<file path="config.mk">
export PLATFORM = sky130hd
export DESIGN_NAME = reg_file
export DESIGN_NICKNAME = d
export VERILOG_FILES = /design/src/rtl/reg_file_pkg.sv /design/src/rtl/reg_read_port.sv /design/src/rtl/reg_file.sv
export SDC_FILE = /design/constraint.sdc
export NUM_CORES = 2
export LEC_CHECK = 0
export BUFFER_PORTS_ARGS = -buffer_cell sky130_fd_sc_hd__buf_2
export CAP_MARGIN = 20
export CORE_MARGIN = 3
export CORE_UTILIZATION = 40
export DETAILED_ROUTE_END_ITERATION = 10
export PLACE_DENSITY = 0.61
export SETUP_SLACK_MARGIN = 0.15
export SLEW_MARGIN = 20
export SYNTH_ARGS = -nofsm -noshare
export SYNTH_HDL_FRONTEND = slang
export SYNTH_SLANG_ARGS = --single-unit
</file>
<file path="constraint.sdc">
create_clock -name clk -period 4.66 [get_ports clk]
set_input_delay 0.233 -clock clk [delete_from_list [all_inputs] [get_ports clk]]
set_output_delay 0.233 -clock clk [all_outputs]
set_load 0.01 [all_outputs]
</file>
<file path="src/rtl/reg_file_pkg.sv">
// Shared widths and helpers for the architectural register file with rename tags.
package reg_file_pkg;

    localparam int unsigned DATA_W        = 32;
    localparam int unsigned REG_IDX_W     = 5;
    localparam int unsigned REG_NUM_DEF   = 32;
    localparam int unsigned ROB_IDX_W_DEF = 4;

    // x0 is hardwired to zero: never renamed, never written, always reads ready/zero.
    function automatic logic is_zero_reg(input logic [REG_IDX_W-1:0] idx);
        return idx == '0;
    endfunction

endpackage

</file>
<file path="src/rtl/reg_read_port.sv">
// One source-operand lookup: register state read, x0 forcing, and same-cycle commit bypass.
// Ports:
//   idx_i                     - architectural register being read
//   val_i / busy_i / tag_i    - current register file state (all registers)
//   commit_en_i/idx_i/dest_i/val_i - ROB commit stream, used for the bypass
//   busy_c_o / val_c_o / dep_c_o   - combinational operand status, value and ROB tag
module reg_read_port
    import reg_file_pkg::*;
#(
    parameter int unsigned REG_NUM      = REG_NUM_DEF,
    parameter int unsigned ROB_IDX_SIZE = ROB_IDX_W_DEF
) (
    input  logic [REG_IDX_W-1:0]                   idx_i,
    input  logic [REG_NUM-1:0][DATA_W-1:0]         val_i,
    input  logic [REG_NUM-1:0]                     busy_i,
    input  logic [REG_NUM-1:0][ROB_IDX_SIZE-1:0]   tag_i,
    input  logic                                   commit_en_i,
    input  logic [ROB_IDX_SIZE-1:0]                commit_idx_i,
    input  logic [REG_IDX_W-1:0]                   commit_dest_i,
    input  logic [DATA_W-1:0]                      commit_val_i,
    output logic                                   busy_c_o,
    output logic [DATA_W-1:0]                      val_c_o,
    output logic [ROB_IDX_SIZE-1:0]                dep_c_o
);

    logic hit_commit;

    // The retiring entry is exactly the producer this register waits on.
    assign hit_commit = busy_i[idx_i] && commit_en_i &&
                        (commit_dest_i == idx_i) && (tag_i[idx_i] == commit_idx_i);

    always_comb begin
        busy_c_o = busy_i[idx_i];
        val_c_o  = val_i[idx_i];
        dep_c_o  = tag_i[idx_i];
        if (is_zero_reg(idx_i)) begin
            busy_c_o = 1'b0;
            val_c_o  = '0;
            dep_c_o  = '0;
        end else if (hit_commit) begin
            busy_c_o = 1'b0;
            val_c_o  = commit_val_i;
        end
    end

endmodule

</file>
<file path="src/rtl/reg_file.sv">
// Architectural register file with rename tags, between decoder and reorder buffer.
// Ports:
//   clk, rst_in (async, active-low), rdy_in (hold all state when low)
//   roll_back                      - flash-clear every rename
//   rob_commit_*                   - retired result write-back from the ROB
//   de_rename_*                    - decoder destination rename request
//   de_rs1_idx_in / de_rs2_idx_in  - source operand indices
//   rsN_busy_out/val_out/dep_out   - combinational operand status, value, ROB tag
module reg_file
    import reg_file_pkg::*;
#(
    parameter int unsigned REG_NUM      = REG_NUM_DEF,
    parameter int unsigned ROB_IDX_SIZE = ROB_IDX_W_DEF
) (
    input  logic                     clk,
    input  logic                     rst_in,
    input  logic                     rdy_in,
    input  logic                     roll_back,
    input  logic                     rob_commit_en,
    input  logic [ROB_IDX_SIZE-1:0]  rob_commit_idx,
    input  logic [REG_IDX_W-1:0]     rob_commit_dest,
    input  logic [DATA_W-1:0]        rob_commit_val,
    input  logic                     de_rename_en,
    input  logic [REG_IDX_W-1:0]     de_rename_rd,
    input  logic [ROB_IDX_SIZE-1:0]  de_rename_rob_idx,
    input  logic [REG_IDX_W-1:0]     de_rs1_idx_in,
    input  logic [REG_IDX_W-1:0]     de_rs2_idx_in,
    output logic                     rs1_busy_out,
    output logic [DATA_W-1:0]        rs1_val_out,
    output logic [ROB_IDX_SIZE-1:0]  rs1_dep_out,
    output logic                     rs2_busy_out,
    output logic [DATA_W-1:0]        rs2_val_out,
    output logic [ROB_IDX_SIZE-1:0]  rs2_dep_out
);

    logic [REG_NUM-1:0][DATA_W-1:0]       val_q,  val_d;
    logic [REG_NUM-1:0]                   busy_q, busy_d;
    logic [REG_NUM-1:0][ROB_IDX_SIZE-1:0] tag_q,  tag_d;

    // Next state: commit first, then rename/roll_back so they take priority on busy/tag.
    always_comb begin
        val_d  = val_q;
        busy_d = busy_q;
        tag_d  = tag_q;
        if (rob_commit_en && !is_zero_reg(rob_commit_dest)) begin
            val_d[rob_commit_dest] = rob_commit_val;
            // Only the youngest producer may release the register.
            if (busy_q[rob_commit_dest] && (tag_q[rob_commit_dest] == rob_commit_idx)) begin
                busy_d[rob_commit_dest] = 1'b0;
            end
        end
        if (roll_back) begin
            busy_d = '0;
        end else if (de_rename_en && !is_zero_reg(de_rename_rd)) begin
            busy_d[de_rename_rd] = 1'b1;
            tag_d[de_rename_rd]  = de_rename_rob_idx;
        end
    end

    // State register; rdy_in low freezes everything including roll_back.
    always_ff @(posedge clk or negedge rst_in) begin
        if (!rst_in) begin
            val_q  <= '0;
            busy_q <= '0;
            tag_q  <= '0;
        end else if (rdy_in) begin
            val_q  <= val_d;
            busy_q <= busy_d;
            tag_q  <= tag_d;
        end
    end

    reg_read_port #(.REG_NUM(REG_NUM), .ROB_IDX_SIZE(ROB_IDX_SIZE)) u_rs1 (
        .idx_i         (de_rs1_idx_in),
        .val_i         (val_q),
        .busy_i        (busy_q),
        .tag_i         (tag_q),
        .commit_en_i   (rob_commit_en),
        .commit_idx_i  (rob_commit_idx),
        .commit_dest_i (rob_commit_dest),
        .commit_val_i  (rob_commit_val),
        .busy_c_o      (rs1_busy_out),
        .val_c_o       (rs1_val_out),
        .dep_c_o       (rs1_dep_out)
    );

    reg_read_port #(.REG_NUM(REG_NUM), .ROB_IDX_SIZE(ROB_IDX_SIZE)) u_rs2 (
        .idx_i         (de_rs2_idx_in),
        .val_i         (val_q),
        .busy_i        (busy_q),
        .tag_i         (tag_q),
        .commit_en_i   (rob_commit_en),
        .commit_idx_i  (rob_commit_idx),
        .commit_dest_i (rob_commit_dest),
        .commit_val_i  (rob_commit_val),
        .busy_c_o      (rs2_busy_out),
        .val_c_o       (rs2_val_out),
        .dep_c_o       (rs2_dep_out)
    );

endmodule
</file>
== Word-level counts from Yosys, hierarchy flattened ==
Cells that the tools add are included.
Operators by class
  bitwise logic cells: 4
  eq/ne operators: 5
  order comparisons: 6
  mux-type cells: 40
  reductions and logical operators: 19
Operators with widths (count)
  bitwise mux 1024 bit: 1
  two-way mux 32 bit: 11
  binary-select mux 32 bit (select 5 bit): 2
  demux 32 bit (select 5 bit): 1
  bitwise mux 128 bit: 1
  binary-select mux 4 bit (select 5 bit): 3
  bitwise AND 32 bit: 1
  NOT 32 bit: 1
  bitwise OR 32 bit: 1
  less-than comparator 5 x 6 -> 1 bit (second input constant): 4
  two-way mux 4 bit: 6
  demux 4 bit (select 5 bit): 1
  zero test 5 bit: 4
  binary-select mux 1 bit (select 5 bit): 3
  == test 4 bit: 3
  logical AND 1 bit: 11
  demux 1 bit (select 5 bit): 2
  == test 5 bit: 2
  >= comparator 5 x 1 -> 1 bit (second input constant): 2
  two-way mux 1 bit: 9
  AND reduction 3 bit: 1
  zero test 1 bit: 2
  AND reduction 2 bit: 1
  NOT 1 bit: 1
Storage, ports and cells
  register bits: 1184
  output and inout port bits: 74

== Logic depth before layout (Yosys ltp) ==
  depth after elaboration: 11
  gate-level depth with buffers: 14
  depth with buffers taken out: 8

== By module ==
Synthesis repeated with hierarchy kept, for this count alone.
Second synthesis, totals
  cells, all modules: 4252
  area total of the unflattened synthesis: 66073.4 um^2
Modules (own cells, without submodules)
  reg_file: area an instance 45859.0 um^2, times used 1, seq. area each 29628.4 um^2, cells an instance 2942
  reg_read_port: area an instance 10107.2 um^2, times used 2, seq. area each 0.0 um^2, cells an instance 655

== Least setup slack after synthesis ==
OpenSTA, ideal clock, no wires.
  path type: input -> output
  from: input de_rs2_idx_in[0]
  to: output rs2_val_out[10]
  path slack: 1.515 ns
  required time: 4.427 ns
  arrival: 2.912 ns
  stages on the path: 10
  cell sequence: buf_2 buf_4 buf_4 buf_2 buf_1 mux4_2 mux4_2 mux2_2 nand2_1 mux2i_1
On the way
  cells in the longest elaborated chain, start to end: 7
  elaborated cells between the ends (all ways): 14
  those cells by class: eq/ne (2); mux (8); reduce/logical (4)
RTL lines
  start: declaration: RTL line reg_file.sv:27  | input logic [REG_IDX_W-1:0] de_rs2_idx_in,
  parallel branches: the longest is 6 deep, another holds two-way mux 32 bit
  two-way mux 32 bit (*): RTL line reg_read_port.sv:36  | if (is_zero_reg(idx_i)) begin
  end: declaration: RTL line reg_file.sv:32  | output logic [DATA_W-1:0] rs2_val_out,
Every way passes the cells marked *. The select of a mux whose other input is x is not followed.

== Worst setup path after layout ==
  from: register tag_q[125] (netlist bit)
  to: output rs1_val_out[22]
On the way
  cells in the longest elaborated chain, start to end: 6
RTL lines
  start: declaration: RTL line reg_file.sv:38  | logic [REG_NUM-1:0][ROB_IDX_SIZE-1:0] tag_q, tag_d;
  start signal: assignment: RTL line reg_file.sv:69  | tag_q <= tag_d;
  binary-select mux 4 bit (select 5 bit): RTL line reg_read_port.sv:30  | (commit_dest_i == idx_i) && (tag_i[idx_i] == commit_idx_i);
  two-way mux 4 bit (not written as such): RTL line reg_read_port.sv:30
  == test 4 bit: RTL line reg_read_port.sv:30
  logical AND 1 bit: RTL line reg_read_port.sv:30
  two-way mux 32 bit: RTL line reg_read_port.sv:40  | end else if (hit_commit) begin
  two-way mux 32 bit: RTL line reg_read_port.sv:36
  end: declaration: RTL line reg_file.sv:29  | output logic [DATA_W-1:0] rs1_val_out,
Every way passes these cells. The select of a mux whose other input is x is not followed.

==> flow_metrics.py <==
metrics = {
    "global_routing": {
        "antenna_found_initial": 9,
        "grt_overflow": 0,
        "grt.total_usage_pct": 24.3,
        "grt_first_pass_wirelength_mm": 300,
        "grt_max_degree": 135,
        "grt_pass1_vias": 41500,
    },
    "timing": {
        "tns_ns": 0,
        "finalWorstSetupSlack_ns": 0.432,
        "skew_ns": 0.0162,
        "slew_headroom_pct": 22.0,
        "rsz0062_at_grt": "no",
        "fmax_mhz": 237,
        "drv_slew": 0,
        "hold_viol": 0,
        "setup_viol": 0,
        "fin_crit_sh_pct": 90.7,
        "min_period_ns": 4.23,
        "worstMarginPinSlew_ns": 1.17,
    },
    "clocking": {
        "clock_latency_ns": 0.76,
        "cts.root.buffer_cell": "clkbuf_16",
        "cts_buffers": 135,
        "cts_tree": "yes",
        "clk_transition_reported_paths_ns": 0.06,
        "cts_buffer_depth": 3,
        "cts.sinks": 1184,
        "htree_levels": 4,
    },
    "critical_path": {
        "path_common_cell": "mux4_2",
        "critPathMaxStageDelay_ns": 0.48,
        "critPathMaxFanout": 33,
        "worstSetupEndpointType": "primary output",
        "cp.required_ns": 4.43,
        "crit_chain": "mux4_2 -> mux4_2 -> nand2_1 -> nand3_1 -> xnor2_1 -> and4_4 -> buf_12 -> mux2i_1 -> nor2_1 -> buf_2",
        "cp-start-kind": "register",
        "critPathKind": "reg2out",
        "arrival_ns": 3.99,
        "slowest_stage": "mux4_2",
    },
    "yosys": {
        "syn_inst": 4212,
        "synthesis.area_sq_um": 65600,
        "ys_seq_area_share_pct": 45.2,
        "syn-num-nets": 4278,
        "async_reset_ff_share_pct": 100,
        "synth_largest_area_cell": "dfrtp_1",
        "yosys_warnings": 0,
        "synth_flop_cell": "dfrtp_1",
        "ys_top_cells_by_area": "dfrtp_1, mux4_2, mux2_2",
        "synth_top_area_share_pct": 45.2,
        "synth_area_per_cell_sq_um": 15.6,
        "ys_types": 67,
        "synth-edff-count": 0,
        "synth-seq-cells": 1184,
    },
    "finish": {
        "num-nets-final": 4192,
        "final_layout_size_suffix_gt1_share_pct": 57.5,
        "syn_to_final_growth_pct": 11.7,
        "final_area_sq_um": 73300,
        "fin_util_pct": 45.3,
    },
    "die": {
        "core_sq_um": 162000,
        "fp.dieH_um": 411,
        "top_level_ports": 140,
        "die_x_um": 411,
        "rows": 147,
        "initial_core_util_pct": 40.6,
        "die_area_sq_um": 169000,
    },
    "placed_design": {
        "gp_congestion": 0.910,
        "dp_hpwl_mm": 118,
        "placed_area_sq_um": 68600,
        "pre_cts_ws_ns": 0.716,
        "io_buffers": 139,
    },
    "detailed_routing": {
        "drcViolationCount": 0,
        "wire_per_inst_um": 32.0,
        "vias": 40500,
        "via_per_inst": 6.33,
        "drt-initial-drc-count": 3938,
        "firstDrtPassIters": 5,
        "drtAntennaViolNets": 0,
        "wl_mm": 204,
    },
    "power_and_ir_drop": {
        "p_seq_share_pct": 43.9,
        "p_sw_uw": 7330,
        "p_int_uw": 21000,
        "power_density_nw_per_um2": 387,
        "swShare_pct": 25.9,
        "pwr-share-comb_pct": 16.9,
        "clockPowerShare_pct": 39.2,
        "p_leak_uw": 0.0322,
        "ir_drop_uv": 284,
    },
    "run": {
        "maxCapViolCount": 0,
    },
    "hold_path": {
        "worstHoldPathType": "in2reg",
    },
    "run_status": {
        "status": "finished, final reports clean",
    },
}
==> cell usage after synthesis, drive strengths merged, types with 3 or more instances <==
cell and count:
and2 12, mux2i 134, nand2b 9, xor2 10
nor2b 18, mux4 734, nor4 13, or3 6
o22ai 3, nand3 29, o21ai 10, a22oi 9
a31o 7, nor2 74, a31oi 5, and3 7
and4 3, clkbuf 296, nand3b 3, dfrtp 1184
o32ai 4, o41ai 8, o31ai 11, mux2 1190
nand2 138, o211ai 6, a21oi 30, buf 177
inv 11, nor3 15, a221oi 3, nor3b 3
xnor2 9, nand4 12
==> power by group through the flow <==
stage	sequential, uW	clock (uW)	combinational, uW
global route	12600	11700	5130
global placement	12500	0	4750
finish	12400	11100	4780
detailed placement	12600	0	4820
floorplan	12300	0	3580
CTS	12400	11300	4830
==> routing by layer <==
layer / GRT usage, % / part of all wire [%] / up-vias / wire length [um]
met5: 0 / 0.023 / - / 48
met2: 38.1 / 47 / 1477 / 96300
met1: 34.4 / 44 / 22300 / 88900
li1: - / - / 16300 / -
met4: 8.60 / 3.6 / 10 / 7390
met3: 3.85 / 5.7 / 393 / 11600
==> logic make-up (layout without fill, tap and decap cells) <==
group | Yosys count | after routing | share of synthesized area, %
AND/OR/NAND/NOR | 350 | 350 | 2.53
AO/OA/AOI/OAI | 117 | 117 | 1.25
other | 0 | 2 | 0
XOR/XNOR | 19 | 19 | 0.254
buffers and inverters | 484 | 501 | 3.06
flip-flops | 1184 | 1184 | 45.2
multiplexers | 2058 | 2058 | 47.7
==> flip-flops by register name, indices dropped and copies added (netlist names) <==
signal / count
busy_q: 32
tag_q: 128
val_q: 1024
==> critical path: cells and delay by family (launching register included) <==
family	cells	cell delay [ns]
buf+inv	2	0.47
xor+xnor	1	0.34
mux	3	1.31
flops	1	0.43
simple gates	4	0.65
==> through the flow <==
stage	power (uW)	instances	hold WS [ns]
after floorplan	15800	4212	-0.0626
after global placement	17200	6145	0.339
after detailed placement	17400	6145	0.347
after CTS	28600	6389	0.0482
after global routing	29400	6389	0.0808
final	28300	6391	0.0895
==> timing repair <==
| action | CTS | global route |
|---|---|---|
| buffers inserted | 0 | 0 |
| endpoints found under the hold margin | 123 | 0 |
| hold buffers | 4 | 0 |
| gates resized for setup | 0 | 0 |
==> layout by cell type, fill, tap and decap left out, types with 26 or more instances in the layout <==
master and count:
nor2_1 58, mux2_2 1190, nand2_1 123, nand3_1 27, clkbuf_8 26, dfrtp_1 1184
buf_2 129, mux4_2 724, buf_12 32, clkbuf_16 141, buf_4 79, a21oi_1 30
mux2i_1 133
==> path summary, 6_finish.rpt <==
kind / from / end / slack, ns / depth (start not counted)
worst max-delay path: tag_q[125]$_DFFE_PN0P_ / rs1_val_out[22] / 0.43 / 10
worst min-delay path: de_rename_rd[2] / busy_q[17]$_DFFE_PN0P_ / 0.09 / 4
worst max register to register: tag_q[75]$_DFFE_PN0P_ / busy_q[17]$_DFFE_PN0P_ / 1.25 / 9
worst min register to register: val_q[18]$_DFFE_PN0P_ / val_q[18]$_DFFE_PN0P_ / 0.39 / 0
max in group asynchronous: rst_in / val_q[176]$_DFFE_PN0P_ / 3.15 / 3
min in group asynchronous: rst_in / tag_q[103]$_DFFE_PN0P_ / 0.13 / 2
==> final cells by class <==
type                    count  area (sq um)
well taps                2160          2700
fillers                 14200         88400
clock buffers             192          3980
flip-flops and latches   1184         29600
inverters                  11          51.3
repair buffers            250          2000
multi-input cells        2544         34300
clock inverters            48           642
diodes                      2          5.00
Note: power is estimated with default switching activity, not from simulation.
